### config.mk
export PLATFORM = sky130hd
export DESIGN_NAME = moldudp64_header_parser
export DESIGN_NICKNAME = d
export VERILOG_FILES = /design/src/rtl/moldudp64_pkg.sv /design/src/rtl/endian_flip.sv /design/src/rtl/moldudp64_header_parser.sv
export SDC_FILE = /design/constraint.sdc
export NUM_CORES = 1
export LEC_CHECK = 0
export ABC_AREA = 0
export BUFFER_PORTS_ARGS = -buffer_cell sky130_fd_sc_hd__buf_4
export CAP_MARGIN = 5
export CORE_MARGIN = 4
export CORE_UTILIZATION = 55
export DETAILED_ROUTE_END_ITERATION = 8
export PLACE_DENSITY = 0.79
export SYNTH_ARGS = -nofsm -noshare
export SYNTH_HDL_FRONTEND = slang
export SYNTH_SLANG_ARGS = --single-unit
### constraint.sdc
create_clock -name clk -period 5.2 [get_ports clk]
set_input_delay 1.3 -clock clk [delete_from_list [all_inputs] [get_ports clk]]
set_output_delay 1.3 -clock clk [all_outputs]
set_load 0.05 [all_outputs]
### src/rtl/moldudp64_pkg.sv
`default_nettype none
// ============================================================================
//  Package     : moldudp64_pkg
//  Description : Shared field widths, FSM encoding and lane helper for the
//                MoldUDP64 header parser.
//  Revision    : 1.0  initial release
// ============================================================================
package moldudp64_pkg;

    localparam int SESSION_W          = 80;
    localparam int SEQ_W              = 64;
    localparam int MSG_CNT_W          = 16;
    localparam int HDR_BYTES          = 20;
    localparam logic [15:0] MSG_CNT_EOS = 16'hFFFF;

    typedef enum logic [2:0] {
        H0      = 3'd0,
        H1      = 3'd1,
        H2      = 3'd2,
        PAYLOAD = 3'd3,
        DROP    = 3'd4
    } hdr_fsm_e;

    // Network byte k of a 64-bit beat (lane 0 sits in the top byte)
    function automatic logic [7:0] lane_byte(input logic [63:0] beat, input int k);
        return beat[63-8*k -: 8];
    endfunction

endpackage
`default_nettype wire

### src/rtl/endian_flip.sv
`default_nettype none
// ============================================================================
//  Module      : endian_flip
//  Description : Reverses the byte order of a B-byte word.
//  Revision    : 1.0  initial release
// ============================================================================
module endian_flip #(
    parameter int B = 8
) (
    input  logic [8*B-1:0] in_i,
    output logic [8*B-1:0] out_o
);

    genvar i;
    generate
        for (i = 0; i < B; i++) begin : g_byte
            assign out_o[8*i +: 8] = in_i[8*(B-1-i) +: 8];
        end
    endgenerate

endmodule
`default_nettype wire

### src/rtl/moldudp64_header_parser.sv
`default_nettype none
// ============================================================================
//  Module      : moldudp64_header_parser
//  Description : Strips the 20-byte MoldUDP64 header from a 64-bit beat
//                stream, presents Session / Sequence / Message Count and
//                tracks the expected sequence number across packets.
//  Revision    : 1.0  initial release
// ============================================================================
module moldudp64_header_parser
    import moldudp64_pkg::*;
#(
    parameter int DATA_W    = 64,
    parameter int KEEP_W    = 8,
    parameter int SEQ_CHECK = 1
) (
    input  logic                 clk,
    input  logic                 reset,
    input  logic                 valid_i,
    output logic                 ready_o,
    input  logic [DATA_W-1:0]    data_i,
    input  logic [KEEP_W-1:0]    keep_i,
    input  logic                 last_i,
    output logic                 valid_o,
    input  logic                 ready_i,
    output logic [DATA_W-1:0]    data_o,
    output logic [KEEP_W-1:0]    keep_o,
    output logic                 last_o,
    output logic                 hdr_v_o,
    output logic [SESSION_W-1:0] session_o,
    output logic [SEQ_W-1:0]     seq_o,
    output logic [MSG_CNT_W-1:0] msg_cnt_o,
    output logic                 heartbeat_o,
    output logic                 eos_o,
    output logic                 seq_gap_o,
    output logic                 hdr_err_o
);

    hdr_fsm_e               state_q, state_d;
    logic [63:0]            hold0_q, hold0_d, hold1_q, hold1_d;
    logic                   valid_q, valid_d, last_q, last_d;
    logic [DATA_W-1:0]      data_q, data_d;
    logic [KEEP_W-1:0]      keep_q, keep_d;
    logic                   hdr_v_q, hdr_v_d, hdr_err_q, hdr_err_d;
    logic [SESSION_W-1:0]   session_q, session_d;
    logic [SEQ_W-1:0]       seq_q, seq_d;
    logic [MSG_CNT_W-1:0]   msg_cnt_q, msg_cnt_d;

    logic                   w_accept;
    logic                   w_hdr_ok;
    logic [SEQ_W-1:0]       w_seq_raw, w_seq_host;
    logic [MSG_CNT_W-1:0]   w_cnt_raw, w_cnt_host;

    assign ready_o  = ~valid_q | ready_i;
    assign w_accept = valid_i & ready_o;

    // Gather field bytes in arrival order (byte 0 in the low byte) for flipping
    always_comb begin
        w_seq_raw = '0;
        for (int i = 0; i < 6; i++) begin
            w_seq_raw[8*i +: 8] = lane_byte(hold1_q, i + 2);
        end
        w_seq_raw[55:48] = lane_byte(data_i, 0);
        w_seq_raw[63:56] = lane_byte(data_i, 1);
        w_cnt_raw        = {lane_byte(data_i, 3), lane_byte(data_i, 2)};
    end

    endian_flip #(.B(8)) u_seq_flip (.in_i(w_seq_raw), .out_o(w_seq_host));
    endian_flip #(.B(2)) u_cnt_flip (.in_i(w_cnt_raw), .out_o(w_cnt_host));

    // Header FSM and output-stage next-state; advances on accepted beats only
    always_comb begin
        state_d   = state_q;
        hold0_d   = hold0_q;
        hold1_d   = hold1_q;
        valid_d   = valid_q & ~ready_i;
        data_d    = data_q;
        keep_d    = keep_q;
        last_d    = last_q;
        hdr_v_d   = 1'b0;
        hdr_err_d = 1'b0;
        session_d = session_q;
        seq_d     = seq_q;
        msg_cnt_d = msg_cnt_q;
        w_hdr_ok  = 1'b0;
        if (w_accept) begin
            case (state_q)
                H0: begin
                    if (keep_i == '1 && !last_i) begin
                        hold0_d = data_i;
                        state_d = H1;
                    end else begin
                        hdr_err_d = 1'b1;
                    end
                end
                H1: begin
                    if (keep_i == '1 && !last_i) begin
                        hold1_d = data_i;
                        state_d = H2;
                    end else begin
                        hdr_err_d = 1'b1;
                        state_d   = H0;
                    end
                end
                H2: begin
                    if (keep_i[7:4] == 4'hF) begin
                        w_hdr_ok  = 1'b1;
                        hdr_v_d   = 1'b1;
                        session_d = {hold0_q, hold1_q[63:48]};
                        seq_d     = w_seq_host;
                        msg_cnt_d = w_cnt_host;
                        // Header lanes are zeroed so nothing stale leaks downstream
                        if (keep_i[3:0] != 4'h0) begin
                            valid_d = 1'b1;
                            data_d  = {32'h0, data_i[31:0]};
                            keep_d  = {4'h0, keep_i[3:0]};
                            last_d  = last_i;
                        end
                        state_d = last_i ? H0 : PAYLOAD;
                    end else begin
                        hdr_err_d = 1'b1;
                        state_d   = last_i ? H0 : DROP;
                    end
                end
                PAYLOAD: begin
                    valid_d = 1'b1;
                    data_d  = data_i;
                    keep_d  = keep_i;
                    last_d  = last_i;
                    if (last_i) state_d = H0;
                end
                DROP: begin
                    if (last_i) state_d = H0;
                end
                default: state_d = H0;
            endcase
        end
    end

    // State, output stage and header field registers
    always_ff @(posedge clk) begin
        if (reset) begin
            state_q   <= H0;
            hold0_q   <= '0;
            hold1_q   <= '0;
            valid_q   <= 1'b0;
            data_q    <= '0;
            keep_q    <= '0;
            last_q    <= 1'b0;
            hdr_v_q   <= 1'b0;
            hdr_err_q <= 1'b0;
            session_q <= '0;
            seq_q     <= '0;
            msg_cnt_q <= '0;
        end else begin
            state_q   <= state_d;
            hold0_q   <= hold0_d;
            hold1_q   <= hold1_d;
            valid_q   <= valid_d;
            data_q    <= data_d;
            keep_q    <= keep_d;
            last_q    <= last_d;
            hdr_v_q   <= hdr_v_d;
            hdr_err_q <= hdr_err_d;
            session_q <= session_d;
            seq_q     <= seq_d;
            msg_cnt_q <= msg_cnt_d;
        end
    end

    generate
        if (SEQ_CHECK != 0) begin : g_seq_check
            logic [SEQ_W-1:0] exp_q, exp_d;
            logic             exp_valid_q, exp_valid_d;
            logic             gap_q, gap_d;

            // Heartbeat and end-of-session packets do not advance the sequence
            always_comb begin
                exp_d       = exp_q;
                exp_valid_d = exp_valid_q;
                gap_d       = gap_q;
                if (w_hdr_ok) begin
                    gap_d       = exp_valid_q & (w_seq_host != exp_q);
                    exp_d       = w_seq_host +
                                  ((w_cnt_host == 16'h0 || w_cnt_host == MSG_CNT_EOS)
                                   ? 64'd0 : {48'd0, w_cnt_host});
                    exp_valid_d = 1'b1;
                end
            end

            // Expected-sequence tracker registers
            always_ff @(posedge clk) begin
                if (reset) begin
                    exp_q       <= '0;
                    exp_valid_q <= 1'b0;
                    gap_q       <= 1'b0;
                end else begin
                    exp_q       <= exp_d;
                    exp_valid_q <= exp_valid_d;
                    gap_q       <= gap_d;
                end
            end

            assign seq_gap_o = gap_q;
        end else begin : g_no_seq_check
            assign seq_gap_o = 1'b0;
        end
    endgenerate

    assign valid_o     = valid_q;
    assign data_o      = data_q;
    assign keep_o      = keep_q;
    assign last_o      = last_q;
    assign hdr_v_o     = hdr_v_q;
    assign hdr_err_o   = hdr_err_q;
    assign session_o   = session_q;
    assign seq_o       = seq_q;
    assign msg_cnt_o   = msg_cnt_q;
    assign heartbeat_o = (msg_cnt_q == 16'h0);
    assign eos_o       = (msg_cnt_q == MSG_CNT_EOS);

endmodule
`default_nettype wire

After elaboration in Yosys (flattened, before gate mapping)
Cells that the tools add are included.
- bits in writable memories: 0
- output and inout port bits: 240
- input bits: 77
- word-level logic and storage cells: 79
- latch bits: 0
- register bits: 433
- ROM bits: 0
- memories kept: 0
- $mul: 0
- $lt $le $gt $ge: 0
- mux-type cells: 27
- $add $sub $neg: 1
- div/mod/pow operators: 0
- reductions and logical operators: 16
- bitwise operators: 7
- eq/ne operators: 13
- shifts and indexed selects: 0
- operator list (operator ; number):
    two-way mux 64 bit ; 2
    case mux 64 bit (2 select lines) ; 1
    adder 64 x 16 -> 64 bit ; 1
    inequality test 64 bit ; 1
    equality test 16 bit, second input constant ; 2
    logical NOT 16 bit ; 2
    two-way mux 16 bit ; 1
    two-way mux 8 bit ; 2
    case mux 8 bit (2 select lines) ; 1
    two-way mux 3 bit ; 4
    case mux 3 bit (4 select lines) ; 1
    AND reduction 3 bit ; 4
    two-way mux 1 bit ; 10
    equality test 8 bit, second input constant ; 1
    equality test 3 x 2 -> 1 bit, second input constant ; 2
    inequality test 2 bit, second input constant ; 3
    case mux 1 bit (2 select lines) ; 3
    OR reduction 2 bit ; 3
    equality test 4 bit, second input constant ; 1
    two-way mux 2 bit ; 2
    AND reduction 4 bit ; 1
    nonzero test 4 bit ; 1
    AND 1 bit ; 3
    equality test 3 x 1 -> 1 bit, second input constant ; 1
    9 further kinds ; 11

Logic depth before layout (Yosys ltp)
Gate-level depths: netlist of run 1.
- word-level depth: 6
- mapped depth: 17

Modules after synthesis
From an unflattened synthesis of run 1, not the netlist that was laid out.
- cells, all modules: 2350
- area, all modules: 18520.3 um^2
- modules (own cells, without submodules) (module ; instances ; cells an instance ; area each (um^2)):
    moldudp64_header_parser ; 1 ; 2270 ; 17919.7
    endian_flip at u_seq_flip ; 1 ; 64 ; 480.5
    endian_flip at u_cnt_flip ; 1 ; 16 ; 120.1

Least setup slack after synthesis of run 1
OpenSTA, ideal clock, no wires.
- path type: input port to flip-flop
- from: input port data_i[37]
- to: register g_seq_check.exp_q[56]
- setup slack: 0.956 ns
- stages on the path: 17
- library setup time: 0.086 ns
- data arrival time: 4.158 ns
- path through: nor4_1 -> and4_1 -> nor2_1 -> clkbuf_1 -> and2_1 -> ha_1 -> inv_1 -> fa_1 -> nor2b_1 -> o211a_1 -> o21ai_1 -> and3_1 -> buf_2 -> buf_4 -> nor4_2 -> xnor2_1 -> a211oi_1
- longest elaborated chain between the ends: 4
- elaborated cells on any way between the ends: 5
- classes of those cells: add/sub (1); eq/ne (1); mux (1); reduce/logical (2)
- ends and longest elaborated chain (what ; RTL line ; source):
    from (decl) ; moldudp64_header_parser.sv:20 ; input logic [DATA_W-1:0] data_i,
    equality test 16 bit / logical NOT 16 bit (equally long branches) ; moldudp64_header_parser.sv:184 ; ((w_cnt_host == 16'h0 || w_cnt_host == MSG_CNT_EOS)
    logical OR 1 bit ; moldudp64_header_parser.sv:184 ;
    two-way mux 16 bit * ; moldudp64_header_parser.sv:185 ; ? 64'd0 : {48'd0, w_cnt_host});
    adder 64 x 16 -> 64 bit * ; moldudp64_header_parser.sv:183 ; exp_d = w_seq_host +
    to (signal assigned) ; moldudp64_header_parser.sv:197 ; exp_q <= exp_d;
    to (decl) ; moldudp64_header_parser.sv:172 ; logic [SEQ_W-1:0] exp_q, exp_d;
Every way passes the cells marked *; elsewhere a longest branch is shown, timed or not.
A chain may end at the register's enable or synchronous reset.

Final worst setup path of run 1
- from: input port data_i[33]
- to: register g_seq_check.exp_q[62]
Same word-level chain as after synthesis.

==> out/results.md, run 1 <==
* **outcome** completed
* **clock sinks** 433
* **ratio of final minimum period to clock period** 84.4%
* **portion of synthesized cell area occupied by the leading cell type** 48.4%
* **CTS tree** yes
* **Final Slew Violations** 0
* **FF-to-FF End** g_seq_check.exp_q[39]$_SDFFE_PP0P_
* **worst slew pin tran** 1120 ps
* **via count of the first global-routing pass** 16320
* **maximum ir drop on the vdd rail** 274 uV
* **pin count of the biggest net entering global routing** 128
* **final setup violation count** 0
* **global-route wire length before repair** 91600 um
* **share of synthesized area occupied by flip-flops and latches** 48.4%
* **Async SR Flop Fraction** 0%
* **aggregate global routing overflow** 0
* **nature of the critical path startpoint** input port
* **Commonest cells post-synth** 733 x nand2_1, 433 x dfxtp_1, 387 x a21oi_1
* **Fill cells** 2562
* **Unique masters post-synth** 59
* **master cell of the clock root buffer** clkbuf_16
* **WHS** 450 ps
* **launch instance of the worst min-delay path** seq_o[59]$_SDFFE_PP0P_
* **count of hold-fix buffers inserted at cts** 0
* **fin worst setup slack** 813 ps
* **achievable clock frequency** 228 MHz
* **Register-to-Register Path Depth** 6
* **core utilization of the finished layout** 69.2%
* **Die Span X** 188 um
* **RSZ-0062 raised after global routing** false
* **number of warnings reported in the yosys synthesis log** 0
* **dominant cell type by area after synthesis** dfxtp_1
* **Data required, critical path** 5660 ps
* **Most used DFF post-synth** dfxtp_1
* **Post-Synthesis Net Count** 2377
* **number of synthesized flops with an enable pin** 0
* **met3 WL** 6080 um
* **setup tns final** 0 ps
* **maximum clock skew at final layout** 16.0 ps
* **Crit path arrival time** 4850 ps
* **clock-pin slew of the registers on the worst-case setup and hold paths** 60 ps
* **Worst Setup Slack post-DPL** 281 ps
* **antenna violations before repair** 0
* **die span in y** 188 um
* **Hold Path Depth** 2
* **maximum fanout along the worst path** 17
* **area enclosed by the die boundary** 35500 sq um
* **clock tree buffer depth** 3
* **Placed Area** 20400 sq um
* **final weighted congestion of routability-driven global placement** 0.921
* **Layout Nets** 2591
* **Detail Placement HPWL** 40300 um
* **drt drc** 0
* **final count of hold timing violations** 0
* **drt via density** 5.79
* **sink of the worst hold path** seq_o[59]$_SDFFE_PP0P_
* **number of I/O pins** 317
* **diode count** 0
* **IO Port Bufs** 316
* **total standard cell area after synthesis** 17900 sq um
* **Met1 Wirelength** 24400 um
* **most frequent cell after synthesis** nand2_1
* **worst reg2reg setup slack** 2270 ps
* **number of CTS-inserted buffers** 45
* **Synth Instances** 2283
* **Critical Path Sink Type** flip-flop
* **floorplan core area** 31900 sq um
* **Skew-Pair Late Insertion Delay** 570 ps
* **initial DRC count** 1759
* **effective utilization at floorplan** 56.2%
* **uppermost layer routed** met4
* **# resized after CTS** 0
* **fraction of layout cells with a size suffix above 1** 18.0%
* **power density over cell area** 323 nW/um^2
* **number of iterations in the first detailed-routing pass** 6
* **combined global-route utilization of all metal layers** 31.8%
* **number of buffers added for setup after CTS** 0
* **routed wirelength normalized by instance count** 19.9 um
* **class of the tightest hold or removal check** reg2reg
* **relative area change from synthesis to final layout** 23.1%
* **vias after detailed routing** 17142
* **Critical Path Source** data_i[33]
* **standard-cell row count** 65
* **Area contributors post-synth** dfxtp_1 48%, nand2_1 15%, a21oi_1 11%
* **H-tree depth reported by CTS** 2
* **fin crit period** 4390 ps
* **Crit Path Category** in2reg
* **wire length on met2** 26500 um
* **#FFs+latches synth** 433
* **Leakage Power** 7.69 nW
* **area of all placed cells without fillers** 22100 sq um
* **reported max-cap violation count** 0
* **relative slew slack** 25.2%
* **Avg Cell Area, Syn** 7.85 sq um
* **final routed wirelength across all metal layers** 58800 um
* **antenna-violating nets left** 0
* **reg2reg start** state_q[1]$_SDFFE_PP0P_
## layout by cell type, fill, tap and decap left out, types with 4 or more instances in the layout
cell and n:
nand2_1 732, dfxtp_1 433, a21oi_1 387, buf_4 338, xnor2_1 103, nor2_1 72, nand3_1 63, a211oi_1 47
clkbuf_16 45, nand4_1 38, and2_1 22, nor4_1 21, nor3_1 17, inv_1 16, ha_1 16, o21ai_0 15
xor2_1 14, nor4_2 11, a21o_1 10, clkbuf_8 10, bufinv_16 8, and4_1 7, nor3_2 7, and3_1 7
a31oi_1 6, or3_1 5, clkinv_2 5, nand2b_1 4, or4_1 4, nand3b_1 4, clkbuf_1 4
## registers in the layout, indices dropped and copies added (netlist names)
signal                   cells
last_o                       1
hold0_q                     64
g_seq_check.exp_q           64
hdr_err_o                    1
keep_o                       8
hold1_q                     64
data_o                      64
hdr_v_o                      1
msg_cnt_o                   16
state_q                      3
valid_o                      1
seq_gap_o                    1
g_seq_check.exp_valid_q      1
seq_o                       64
session_o                   80
## metrics by stage
step	power, W	std cells
floorplan	0.00355	2283
global placement	0.00371	2885
detailed placement	0.00371	2885
CTS	0.00716	2962
global route	0.00734	2962
finish	0.00713	2962
## report_power, final
part | internal [W] | switching, W
logic | 0.000105 | 0.000222
clock network | 0.00214 | 0.00135
registers | 0.00332 | 0.000000302
total | 0.00556 | 0.00157
## critical path, cell delays in order
cell and delay (ps):
buf_4 160, nor4_1 70, and4_1 180, nor2_1 580
and2_1 220, ha_1 160, inv_1 60, fa_1 400
nor2b_1 220, o211a_1 200, o21ai_1 170, and3_1 210
buf_4 220, nor4_2 320, xnor2_1 110, a211oi_1 260
## cells by family (layout without fill, tap and decap cells)
logic type               after synthesis  count (layout)  share of synthesized area, %
AND/OR/NAND/NOR                     1038            1038                          25.5
AO/OA/AOI/OAI                        485             485                          14.9
flip-flops                           433             433                          48.4
buffers and inverters                191             435                          4.17
XOR/XNOR                             117             117                          5.72
adder cells (fa/ha/maj)               17              17                          1.23
multiplexers                           2               2                         0.112
## metal layers
metal  vias up  GRT usage (%)
li1       8048              -
met1      8131           44.3
met2       837           49.3
met3       126           7.30
met4         0           10.0
met5         -              0
## how the worst max path moves through the flow
stage                     slack, ps  cells after the start                                 end
after detailed placement        280                     16  g_seq_check.exp_q[32]$_SDFFE_PP0P_
after CTS                       860                     16  g_seq_check.exp_q[62]$_SDFFE_PP0P_
final                           810                     16  g_seq_check.exp_q[62]$_SDFFE_PP0P_
after global placement          500                     16  g_seq_check.exp_q[48]$_SDFFE_PP0P_
after global routing            500                     16  g_seq_check.exp_q[52]$_SDFFE_PP0P_
after floorplan                 960                     17  g_seq_check.exp_q[56]$_SDFFE_PP0P_
## final cells by class
type / count / area, sq um / area share, %
sequential: 433 / 8670 / 39.3
multi-input combinational: 1659 / 8540 / 38.7
timing repair buffer: 342 / 2610 / 11.8
clock buffer: 59 / 1280 / 5.80
tap: 435 / 544 / 2.47
clock inverter: 18 / 348 / 1.58
inverter: 16 / 60.1 / 0.272
No activity file was read; power rests on OpenSTA's default activity.
==> inputs of run 2 (changes only) <==
Clock period 5.2 ns to 4.25 ns, I/O delays scaled along.
==> out/results.md, run 2 (same netlist as run 1, synthesis figures left out) <==
* **clock sinks** 433
* **diode count** 0
* **Skew-Pair Late Insertion Delay** 560 ps
* **clock-pin slew of the registers on the worst-case setup and hold paths** 60 ps
* **aggregate global routing overflow** 0
* **Critical Path Sink Type** flip-flop
* **area enclosed by the die boundary** 35500 sq um
* **Worst Setup Slack post-DPL** -124 ps
* **maximum clock skew at final layout** 13.1 ps
* **number of buffers added for setup after CTS** 0
* **WHS** 450 ps
* **top library cells by usage in the layout, fill and taps aside** 732 x nand2_1, 433 x dfxtp_1, 400 x buf_4
* **fin worst setup slack** 435 ps
* **flip-flop count of the largest register after layout** 80
* **count of hold-fix buffers inserted at cts** 0
* **number of CTS-inserted buffers** 45
* **drt via density** 5.72
* **number of iterations in the first detailed-routing pass** 7
* **number of placed cells counting well taps** 2953
* **final count of hold timing violations** 0
* **global-route wire length before repair** 92200 um
* **combined global-route utilization of all metal layers** 32.1%
* **maximum fanout along the worst path** 16
* **drt drc** 0
* **relative slew slack** 30.6%
* **class of the tightest hold or removal check** reg2reg
* **final setup violation count** 0
* **power density over cell area** 387 nW/um^2
* **worst slew pin tran** 1030 ps
* **capturing element of the worst setup path** g_seq_check.exp_q[63]$_SDFFE_PP0P_
* **Final Slew Violations** 0
* **# resized after CTS** 0
* **Data required, critical path** 4640 ps
* **reg2reg start** state_q[1]$_SDFFE_PP0P_
* **clock tree buffer depth** 3
* **area of all placed cells without fillers** 22600 sq um
* **master cell of the clock root buffer** clkbuf_16
* **fin crit period** 3810 ps
* **reported max-cap violation count** 0
* **launch instance of the worst min-delay path** session_o[0]$_SDFFE_PP0P_
* **maximum ir drop on the vdd rail** 324 uV
* **Layout Nets** 2659
* **die span in y** 188 um
* **effective utilization at floorplan** 56.2%
* **Register-to-Register Path Depth** 6
* **ratio of final minimum period to clock period** 89.8%
* **via count of the first global-routing pass** 16604
* **H-tree depth reported by CTS** 2
* **vias after detailed routing** 17364
* **fraction of layout cells with a size suffix above 1** 20.1%
* **FF-to-FF End** g_seq_check.exp_q[39]$_SDFFE_PP0P_
* **antenna-violating nets left** 0
* **number of I/O pins** 317
* **final weighted congestion of routability-driven global placement** 0.931
* **Placed Area** 21000 sq um
* **worst reg2reg setup slack** 1340 ps
* **final routed wirelength across all metal layers** 59800 um
* **commonest non-fill, non-tap cell in the layout** nand2_1
* **Leakage Power** 8.03 nW
* **pin count of the biggest net entering global routing** 155
* **nature of the critical path startpoint** input port
* **Detail Placement HPWL** 41100 um
* **routed wirelength normalized by instance count** 19.7 um
* **initial DRC count** 1828
* **Non-Filler Instances** 3036
* **antenna violations before repair** 1
* **CTS tree** yes
* **RSZ-0062 raised after global routing** false
* **standard-cell row count** 65
* **IO Port Bufs** 316
* **relative area change from synthesis to final layout** 26.3%
* **achievable clock frequency** 262 MHz
* **Critical Path Source** data_i[32]
* **outcome** completed
* **Crit path arrival time** 4210 ps
* **Overall Power** 0.00875 W
* **Die Span X** 188 um
* **floorplan core area** 31900 sq um
* **Crit Path Category** in2reg
-- run 2: cell count changes in the layout (fill, tap and decap cells not counted), sizes merged --
cell	change
inv	+1
bufinv	-1
clkbuf	+3
clkinv	+2
buf	+68
clkinvlp	+1
-- run 2: metrics by stage --
stage          util [%]  setup TNS [ps]
4_1_cts            71.0               0
3_3_place_gp       65.9          -0.859
6_report           71.0               0
3_5_place_dp       65.9            -309
2_1_floorplan         -               0
5_1_grt            71.0               0
-- run 2: how the worst min path moves through the flow --
stage / end / slack [ps] / depth (start not counted)
after floorplan: hold0_q[62]$_SDFFE_PP0P_ / 440 / 2
after global placement: seq_o[12]$_SDFFE_PP0P_ / 440 / 2
after detailed placement: session_o[42]$_SDFFE_PP0P_ / 440 / 2
after CTS: session_o[42]$_SDFFE_PP0P_ / 450 / 2
after global routing: session_o[42]$_SDFFE_PP0P_ / 470 / 2
final: session_o[0]$_SDFFE_PP0P_ / 450 / 2
-- run 2: critical path, cell delays in order --
cell and delay [ps]:
buf_4 110, nor4_1 350, and4_1 240, nor2_1 80
buf_12 170, and2_1 150, ha_1 370, a21o_1 150
a21oi_1 70, buf_4 140, a211oi_2 300, buf_4 190
o2111ai_4 240, nor4_2 290, xnor2_1 190, a211oi_2 90
-- run 2: final cells by class --
cell class | count | area (sq um)
fillers | 2606 | 9260
inverters | 16 | 60.1
well taps | 435 | 544
clock buffers | 62 | 1270
flip-flops and latches | 433 | 8670
repair buffers | 410 | 3200
multi-input cells | 1659 | 8540
clock inverters | 21 | 340
-- run 2: where the power goes --
| part | total (W) | switching, W | internal, W |
|---|---|---|---|
| Combinational | 0.000461 | 0.000285 | 0.000177 |
| Clock | 0.00423 | 0.00168 | 0.00254 |
| Sequential | 0.00406 | 0.000000371 | 0.00406 |
-- run 2: per-layer routing --
layer / vias to the layer above / global-route usage, % / part of all wire, %
li1: 8187 / - / -
met1: 8222 / 45.2 / 43
met2: 821 / 49.1 / 44
met3: 134 / 7.04 / 9.7
met4: 0 / 11.0 / 3.4
met5: - / 0 / 0
